===== src/rtl/fb_arbiter.sv =====
// Framebuffer RAM arbiter: VGA scan-out reads have absolute priority, host
// writes are queued in a small FIFO and drained in display-idle cycles.
module fb_arbiter #(
  parameter int HBITS      = 11,
  parameter int VBITS      = 10,
  parameter int HVISIBLE   = 800,
  parameter int VVISIBLE   = 600,
  parameter int AWIDTH     = 19,
  parameter int DWIDTH     = 24,
  parameter int FIFO_DEPTH = 4
) (
  input  logic                          clk,
  input  logic                          rst,
  input  logic [HBITS-1:0]              column_addr,
  input  logic [VBITS-1:0]              row_addr,
  output logic [DWIDTH-1:0]             pix_data,
  input  logic                          host_wr_valid,
  output logic                          host_wr_ready,
  input  logic [AWIDTH-1:0]             host_wr_addr,
  input  logic [DWIDTH-1:0]             host_wr_data,
  output logic [AWIDTH-1:0]             mem_addr,
  output logic                          mem_we,
  output logic [DWIDTH-1:0]             mem_wdata,
  input  logic [DWIDTH-1:0]             mem_rdata,
  output logic [$clog2(FIFO_DEPTH):0]   fifo_level,
  output logic [7:0]                    drop_count
);

  localparam int              PW   = $clog2(FIFO_DEPTH);
  localparam logic [AWIDTH:0] NPIX = (AWIDTH+1)'(HVISIBLE * VVISIBLE);

  typedef struct packed {
    logic [AWIDTH-1:0] addr;
    logic [DWIDTH-1:0] data;
  } wr_beat_t;

  wr_beat_t [FIFO_DEPTH-1:0] fifo_q;
  logic [PW-1:0]             rd_ptr, wr_ptr;
  logic [PW:0]               level;
  logic [AWIDTH-1:0]         lin_cnt;
  logic                      disp_active, disp_rd_q, row_blank;
  logic                      full, empty, accept, in_range, push, pop;

  assign disp_active = (int'(column_addr) < HVISIBLE) && (int'(row_addr) < VVISIBLE);
  assign row_blank   = int'(row_addr) >= VVISIBLE;

  assign full          = (level == (PW+1)'(FIFO_DEPTH));
  assign empty         = (level == '0);
  assign host_wr_ready = !full;
  assign in_range      = ({1'b0, host_wr_addr} < NPIX);
  // Out-of-range beats complete the handshake but only bump drop_count.
  assign accept        = host_wr_valid && host_wr_ready && !rst;
  assign push          = accept && in_range;
  assign pop           = !disp_active && !empty && !rst;

  always_ff @(posedge clk) begin
    if (rst || row_blank)  lin_cnt <= '0;
    else if (disp_active)  lin_cnt <= lin_cnt + AWIDTH'(1);
  end

  always_ff @(posedge clk) begin
    if (rst) disp_rd_q <= 1'b0;
    else     disp_rd_q <= disp_active;
  end

  // Pointers wrap naturally since FIFO_DEPTH is a power of two.
  always_ff @(posedge clk) begin
    if (rst) begin
      rd_ptr <= '0;
      wr_ptr <= '0;
      level  <= '0;
    end else begin
      if (push) wr_ptr <= wr_ptr + PW'(1);
      if (pop)  rd_ptr <= rd_ptr + PW'(1);
      case ({push, pop})
        2'b10:   level <= level + (PW+1)'(1);
        2'b01:   level <= level - (PW+1)'(1);
        default: level <= level;
      endcase
    end
  end

  always_ff @(posedge clk) begin
    if (push) fifo_q[wr_ptr] <= '{addr: host_wr_addr, data: host_wr_data};
  end

  always_ff @(posedge clk) begin
    if (rst)                                 drop_count <= '0;
    else if (accept && !in_range && drop_count != 8'hFF)
                                             drop_count <= drop_count + 8'd1;
  end

  always_comb begin
    mem_addr  = '0;
    mem_we    = 1'b0;
    mem_wdata = '0;
    if (!rst) begin
      if (disp_active) begin
        mem_addr = lin_cnt;
      end else if (!empty) begin
        mem_addr  = fifo_q[rd_ptr].addr;
        mem_wdata = fifo_q[rd_ptr].data;
        mem_we    = 1'b1;
      end
    end
  end

  assign pix_data   = disp_rd_q ? mem_rdata : '0;
  assign fifo_level = level;

endmodule


===== config.mk =====
export PLATFORM = sky130hd
export DESIGN_NAME = fb_arbiter
export DESIGN_NICKNAME = d
export VERILOG_FILES = /design/src/rtl/fb_arbiter.sv
export SDC_FILE = /design/constraint.sdc
export NUM_CORES = 1
export LEC_CHECK = 0
export ABC_CLOCK_PERIOD_IN_PS = 6100
export BUFFER_PORTS_ARGS = -buffer_cell sky130_fd_sc_hd__buf_2
export CAP_MARGIN = 20
export CORE_MARGIN = 3
export CORE_UTILIZATION = 50
export DETAILED_ROUTE_END_ITERATION = 8
export PLACE_DENSITY_LB_ADDON = 0.15
export SLEW_MARGIN = 20
export SYNTH_ARGS = -nofsm -noshare
export SYNTH_HDL_FRONTEND = slang
export SYNTH_SLANG_ARGS = --single-unit

===== constraint.sdc =====
create_clock -name clk -period 6.1 [get_ports clk]
set_input_delay 1.22 -clock clk [delete_from_list [all_inputs] [get_ports clk]]
set_output_delay 1.22 -clock clk [all_outputs]
set_load 0.05 [all_outputs]

* Yosys cells after proc, flatten, opt, wreduce, memory -nomap -nowiden
Index checks and enable logic that the tools add are counted.
** Cells by class
- Add/sub/neg operators :: 6
- $lt $le $gt $ge :: 7
- Equality and inequality tests :: 4
- Mux-type cells :: 16
- Reduce and logical (&&, ||, !) cells :: 17
** Operator list (number)
- 172-bit bitwise mux :: 1
- 24-bit two-way mux :: 4
- 43-bit binary-select mux with 2-bit select :: 1
- 43-bit demux with 2-bit select :: 1
- 43-bit two-way mux :: 2
- 19-bit two-way mux :: 3
- 19-bit by 1-bit adder with 19-bit output, second input constant :: 1
- 19-bit < comparator, second input constant :: 1
- 11-bit by 10-bit < comparator with 1-bit output, second input constant :: 1
- 10-bit greater-or-equal comparator, second input constant :: 1
- 10-bit < comparator, second input constant :: 1
- 1-bit logical AND :: 9
- 8-bit by 1-bit adder with 8-bit output, second input constant :: 1
- 8-bit != test, second input constant :: 1
- 2-bit by 3-bit < comparator with 1-bit output, second input constant :: 2
- 3-bit one-hot mux with 2 select lines :: 1
- 1-bit zero test :: 5
- 2-bit by 1-bit adder with 2-bit output, second input constant :: 2
- 3-bit by 1-bit adder with 3-bit output, second input constant :: 1
- 3-bit == test, second input constant :: 1
- 3-bit zero test :: 1
- 1-bit two-way mux :: 3
- 3-bit by 1-bit subtractor with 3-bit output, second input constant :: 1
- 2-bit by 1-bit == test with 1-bit output, second input constant :: 1
- other kinds (4) :: 4
** Storage, ports and cells
- Register bits :: 207
- Input bits :: 91
- Output and inout bits :: 80
- Word-level logic and storage cells :: 64

* Longest topological paths before layout
Gate-level depths: netlist of run 1.
- Depth in word-level cells :: 7
- Depth in mapped cells :: 12
- Depth with buffers taken out :: 10

* Worst setup path before layout of run 1
Ideal clock, no wire load.
- Path kind :: input port to output port
- Start point :: input column_addr[7]
- End point :: output mem_wdata[14]
- Arrival time :: 2.824 ns
- Data required time :: 4.880 ns
- Setup slack :: 2.056 ns
- Stages on the path :: 5
- Buffers on the path :: 1
- Path through :: o311ai_4 > and2b_1 > a211oi_2 > buf_2 > and2_1
** On the way
- Longest elaborated chain between the ends :: 4
** Ends and longest elaborated chain
- start, declared :: line 14 : input logic [HBITS-1:0] column_addr,
- 11-bit by 10-bit < comparator with 1-bit output :: line 44 : assign disp_active = (int'(column_addr) < HVISIBLE) && (int'(row_addr) < VVISIBLE);
- 1-bit logical AND :: line 44
- 24-bit two-way mux :: line 98 : if (disp_active) begin
- 24-bit two-way mux :: line 97 : if (!rst) begin
- end, declared :: line 23 : output logic [DWIDTH-1:0] mem_wdata,
No other way between the ends.

* Worst setup path in the final report of run 1
- Start point :: input row_addr[5]
- End point :: output mem_addr[11]
** On the way
- Longest elaborated chain between the ends :: 4
** Ends and longest elaborated chain
- start, declared :: line 15 : input logic [VBITS-1:0] row_addr,
- 10-bit < comparator :: line 44
- 1-bit logical AND :: line 44
- 19-bit two-way mux :: line 98
- 19-bit two-way mux :: line 97
- end, declared :: line 21 : output logic [AWIDTH-1:0] mem_addr,
No other way between the ends.

==> flow_summary.json, run 1 <==
{
  "crit_path_end_kind": "output port",
  "power_density_mw_per_mm2": 355.9,
  "cts_sinks": 207,
  "whs_ns": 0.4943,
  "cpMaxStageDelayCell": "nor3_2",
  "syn_area_sq_mm": 0.008661,
  "start_kind": "input pin",
  "final_cell_mix": "edfxtp_1 (172), buf_2 (162), and2_1 (49)",
  "path_max_fanout": 35,
  "route.detailed.wl_per_inst_microns": 19.68,
  "required_ns": 4.88,
  "setup-tns-final_ns": 0,
  "area.growth.synth_to_final_pct": 20.49,
  "synth_cell_types": 47,
  "place.port_buffers": 162,
  "die_h_microns": 137.6,
  "power.internal_uw": 2692,
  "p_sw_share_pct": 27.50,
  "skew_ns": 0.008322,
  "worst-path-buf-inv": 3,
  "viasPerCell": 5.727,
  "outcome": "finished clean",
  "h-tree-depth": 1,
  "seqPwrFrac_pct": 45.2,
  "die_area_sq_mm": 0.01894,
  "cts_resized": 0,
  "crit_type": "in2out",
  "p_comb_share_pct": 19.2,
  "synthCells": 532,
  "die_w_microns": 137.6,
  "firstDrtPassIters": 4,
  "remaining_drc_errors": 0,
  "layout-drive-gt1-share_pct": 37.41,
  "hold_buffers": 0,
  "grt_overflow_total": 0,
  "ys_async_sr_fraction_pct": 0,
  "gp_congestion": 0.8793,
  "antenna_found_initial": 0,
  "vias": 5332,
  "layout_setup_ws_ns": 1.501,
  "syn_nets": 631,
  "fillers": 1268,
  "relSlewSlack_pct": 36.69,
  "tightest_slew_ns": 0.9496,
  "grt_first_pass_wirelength_microns": 28630,
  "initial_core_util_pct": 51.68,
  "synth_ff_type": "edfxtp_1",
  "clkTransAtPathRegs_ns": 0.06,
  "finalMaxSlewViolations": 0,
  "fmax_mhz": 217.4,
  "cellLeakagePower_uw": 0.003802,
  "hold_viol": 0,
  "track_usage_pct": 19.55,
  "ys_ff_latch": 207,
  "grt_max_degree": 46,
  "crit_family": "compound AO/OA/AOI/OAI gates",
  "rows": 47,
  "vdd_drop_max_v": 0.0002397,
  "final_common_cell": "edfxtp_1",
  "hpwl_microns": 11640,
  "nets": 794,
  "clkPwrFrac_pct": 35.6,
  "n_antenna_cell": 0,
  "crit_path_max_incr_delay_ns": 0.59,
  "io-pin-count": 171,
  "synth_warnings": 0,
  "ctsRootBufferMaster": "clkbuf_16",
  "numCtsBuffers": 22,
  "crit_top_cell": "buf_2",
  "switchingPower_uw": 1021,
  "rsz0062_at_grt": "false",
  "setup_viol": 0,
  "dpl.cell_count": 891,
  "cts_setup_buffers": 0,
  "routed_wl_microns": 18320,
  "clk_latency_ns": 0.49,
  "hold_class": "reg2reg",
  "synth_area_per_cell_sq_um": 16.28,
  "arrival_ns": 3.38,
  "fin_crit_ns": 4.599,
  "dp_slack_ns": 1.526,
  "cts.path.max_buffers": 3,
  "drt-initial-drc-count": 302,
  "path_cells": "buf_2 > a211o_1 > o21a_4 > nor3_2 > buf_4 > a22o_1 > buf_2",
  "finalNonFillerCells": 931,
  "finalCritPeriodShare_pct": 75.40,
  "synth_edf_count": 172,
  "ys_seq_area_share_pct": 67.73,
  "grt_pass1_vias": 5457,
  "cts_tree": "built",
  "drv_cap": 0,
  "core_sq_mm": 0.01676,
  "ant_nets": 0
}
worst reg2reg max path, delay by kind of cell (launching register included):
| family | cells | cell delay (ns) |
|---|---|---|
| simple gates | 4 | 1.26 |
| fa+ha+maj | 2 | 0.54 |
| flops | 1 | 0.37 |
| buf+inv | 2 | 0.16 |
| xor+xnor | 1 | 0.15 |
| compound gates | 1 | 0.14 |
metal layers:
| layer | vias to the layer above | GRT usage (%) | share of wire, % |
|---|---|---|---|
| met2 | 157 | 32.73 | 51 |
| met5 | - | 0 | 0 |
| met3 | 23 | 4.346 | 7.2 |
| li1 | 2453 | - | - |
| met4 | 0 | 4.213 | 1.5 |
| met1 | 2699 | 26.50 | 41 |
power by group through the flow:
stage / combinational [uW] / clock, uW / sequential [uW]
detailed placement: 717 / 0 / 1720
CTS: 720 / 1360 / 1690
finish: 712 / 1320 / 1680
floorplan: 613 / 0 / 1640
global route: 756 / 1410 / 1700
global placement: 709 / 0 / 1710
worst paths after layout:
kind / slack [ns] / cells past startpoint / start / to
max reg2reg: 3.41 / 10 / fifo_level[2] / fifo_level[2]
max: 1.50 / 7 / row_addr[5] / mem_addr[11]
min: 0.49 / 2 / lin_cnt[18] / lin_cnt[18]
min reg2reg: 0.49 / 2 / lin_cnt[18] / lin_cnt[18]
metrics by stage:
| step | utilization (%) | total power, uW | cell area (sq um) |
|---|---|---|---|
| after floorplan | - | 2248 | 8661 |
| after global placement | 57.80 | 2423 | 9687 |
| after detailed placement | 57.80 | 2435 | 9687 |
| after CTS | 62.26 | 3766 | 10440 |
| after global routing | 62.26 | 3869 | 10440 |
| final | 62.26 | 3714 | 10440 |
sequential cells by signal (all words and copies together) (netlist names):
name / flops
disp_rd_q: 1
drop_count: 8
fifo_level: 3
fifo_q: 172
lin_cnt: 19
rd_ptr: 2
wr_ptr: 2
final cells by class:
type                       count  area [sq um]  area share (%)
clock buffer                  38         735.7           7.050
clock inverter                 2         12.51          0.1199
inverter                      10         37.54          0.3597
multi-input combinational    285          2640           25.30
sequential                   207          5871           56.26
tap                          220         275.3           2.638
timing repair buffer         169         863.3           8.273
synth_stat cells (2+ instances only):
cell type	n	area share, %
a21oi_1	18	1.0
a22o_1	19	1.9
and2_1	49	3.5
and3_1	10	0.72
and4_1	4	0.40
buf_2	12	0.69
clkbuf_1	16	0.69
dfxtp_1	35	8.1
edfxtp_1	172	60
ha_1	7	1.0
inv_1	9	0.39
mux2_2	5	0.65
mux2i_1	5	0.58
mux4_2	43	11
nand2_1	9	0.39
nand3_1	21	1.2
nand4_1	7	0.51
nor2_1	11	0.48
nor2b_1	4	0.29
nor3_1	9	0.52
nor4_1	4	0.29
o21ai_0	8	0.46
o311ai_0	2	0.20
o31ai_1	11	0.95
or3_1	8	0.58
or4_1	10	0.87
xor2_1	4	0.40
cells by family (layout without fill, tap and decap cells):
group                    Yosys count  after routing  synth area share (%)
flip-flops                       207            207                 67.73
AND/OR/NAND/NOR                  152            152                 10.34
AO/OA/AOI/OAI                     68             68                 5.880
multiplexers                      53             53                 12.41
buffers and inverters             40            219                 1.994
adder cells (fa/ha/maj)            8              8                 1.242
XOR/XNOR                           4              4                0.4045
No activity file was read; power rests on OpenSTA's default activity.
==> run 2, diff against run 1 <==
Settings changed: ABC_CLOCK_PERIOD_IN_PS 6100 to 4500.
Clock period 6.1 ns to 4.5 ns, I/O delays scaled along.
==> run 2 against run 1 <==
Count of clock-buffer cells in the layout decreased by 15. Sequential cell count unchanged. Global-route usage about the same. Combinational power increased by 37%. Sequential share of layout area decreased by 0.17 points. Clock skew increased by 0.012 ns. Core utilization increased by 0.19 points. Critical path depth unchanged. First-iteration DRC count decreased by 20%. Die area unchanged. Routed wire length increased by 2.0%.
==> flow_summary.json, run 2 (synthesis results as in run 1) <==
{
  "drt-initial-drc-count": 241,
  "final_cell_mix": "edfxtp_1 (172), buf_2 (162), and2_1 (49)",
  "path_max_fanout": 32,
  "fmax_mhz": 278.6,
  "largest_reg_flops": 172,
  "grt_pass1_vias": 5416,
  "setup_viol": 0,
  "ctsRootBufferMaster": "clkbuf_16",
  "grt_overflow_total": 0,
  "remaining_drc_errors": 0,
  "vias": 5353,
  "h-tree-depth": 1,
  "die_h_microns": 137.6,
  "start_kind": "input pin",
  "initial_core_util_pct": 51.68,
  "whs_ns": 0.4898,
  "relSlewSlack_pct": 38.43,
  "fin_util_pct": 62.45,
  "final_common_cell": "edfxtp_1",
  "hold_class": "reg2reg",
  "track_usage_pct": 19.59,
  "outcome": "finished clean",
  "clkTransAtPathRegs_ns": 0.06,
  "numCtsBuffers": 22,
  "rows": 47,
  "drv_cap": 0,
  "cts_resized": 0,
  "skew_ns": 0.02020,
  "crit_path_end_kind": "output port",
  "cts_sinks": 207,
  "viasPerCell": 5.731,
  "vdd_drop_max_v": 0.0004036,
  "fin_crit_ns": 3.590,
  "firstDrtPassIters": 5,
  "dpl.cell_count": 896,
  "hold_viol": 0,
  "hold_buffers": 0,
  "grt_first_pass_wirelength_microns": 28510,
  "cts_setup_buffers": 0,
  "grt_max_degree": 46,
  "antenna_found_initial": 0,
  "die_w_microns": 137.6,
  "crit_type": "in2out",
  "nets": 799,
  "rsz0062_at_grt": "false",
  "power_density_mw_per_mm2": 485.7,
  "n_antenna_cell": 0,
  "place.port_buffers": 162,
  "die_area_sq_mm": 0.01894,
  "hpwl_microns": 12060,
  "reg_top3": "fifo_q: 172 flops, lin_cnt: 19 flops, drop_count: 8 flops",
  "finalCritPeriodShare_pct": 79.77,
  "route.detailed.wl_per_inst_microns": 20.01,
  "cts_tree": "built",
  "largest_register": "fifo_q",
  "gp_congestion": 0.8412,
  "io-pin-count": 171,
  "core_sq_mm": 0.01676,
  "tightest_slew_ns": 0.9235,
  "setup-tns-final_ns": 0,
  "arrival_ns": 2.69,
  "layout-drive-gt1-share_pct": 37.39,
  "finalMaxSlewViolations": 0,
  "finalNonFillerCells": 934,
  "cts.path.max_buffers": 3,
  "routed_wl_microns": 18690,
  "ant_nets": 0,
  "cellLeakagePower_uw": 0.003823,
  "required_ns": 3.60,
  "clk_latency_ns": 0.50,
  "area.growth.synth_to_final_pct": 20.85
}
run 2: cell count changes in the layout (fill, tap and decap cells not counted), moves of 2 or more:
cell | before | now
clkbuf_1 | 4 | 1
clkinv_2 | 1 | 3
clkinv_4 | 0 | 2
bufinv_16 | 0 | 4
clkbuf_8 | 10 | 0
clkinv_1 | 1 | 6
buf_4 | 7 | 12
run 2: critical path, cell delays in order:
cell	delay [ns]
buf_2	0.10
a211o_1	0.34
o21ai_2	0.43
a211oi_4	0.13
buf_4	0.28
a22o_1	0.27
buf_2	0.22
run 2: per-stage QoR:
step	instance area [sq um]	setup WS, ns	power (uW)
final	10470	0.9103	5083
after global routing	10470	0.8350	5295
after CTS	10470	0.9293	5147
after detailed placement	9724	0.9252	3310
after global placement	9724	0.9352	3291
after floorplan	8661	1.096	3048
run 2: final timing paths:
path,from,endpoint,slack (ns),cells after the start
setup reg to reg,fifo_level[2],fifo_level[2],1.80,10
hold reg to reg,lin_cnt[18],lin_cnt[18],0.49,2
setup / recovery,row_addr[5],mem_addr[11],0.91,7
hold / removal,lin_cnt[18],lin_cnt[18],0.49,2
run 2: metal layers:
metal  vias up  global-route usage, %  share of wire, %
met1      2682                  24.82                41
met5         -                      0                 0
met2       185                  34.22                51
met4         0                  4.767               1.4
li1       2460                      -                 -
met3        26                  4.565               7.0
run 2: area by class of cell:
| class | count | area (sq um) |
|---|---|---|
| clock buffers | 23 | 554.3 |
| inverters | 10 | 37.54 |
| multi-input cells | 285 | 2640 |
| well taps | 220 | 275.3 |
| flip-flops and latches | 207 | 5871 |
| clock inverters | 15 | 187.7 |
| fillers | 1255 | 6294 |
| repair buffers | 174 | 900.9 |
run 2: power breakdown:
group	leakage (uW)	internal (uW)	total (uW)	switching (uW)
combinational	0.00161	412	972	560
sequential	0.00184	2140	2280	139
clock	0.000364	1120	1830	710
total	0.00382	3670	5080	1410
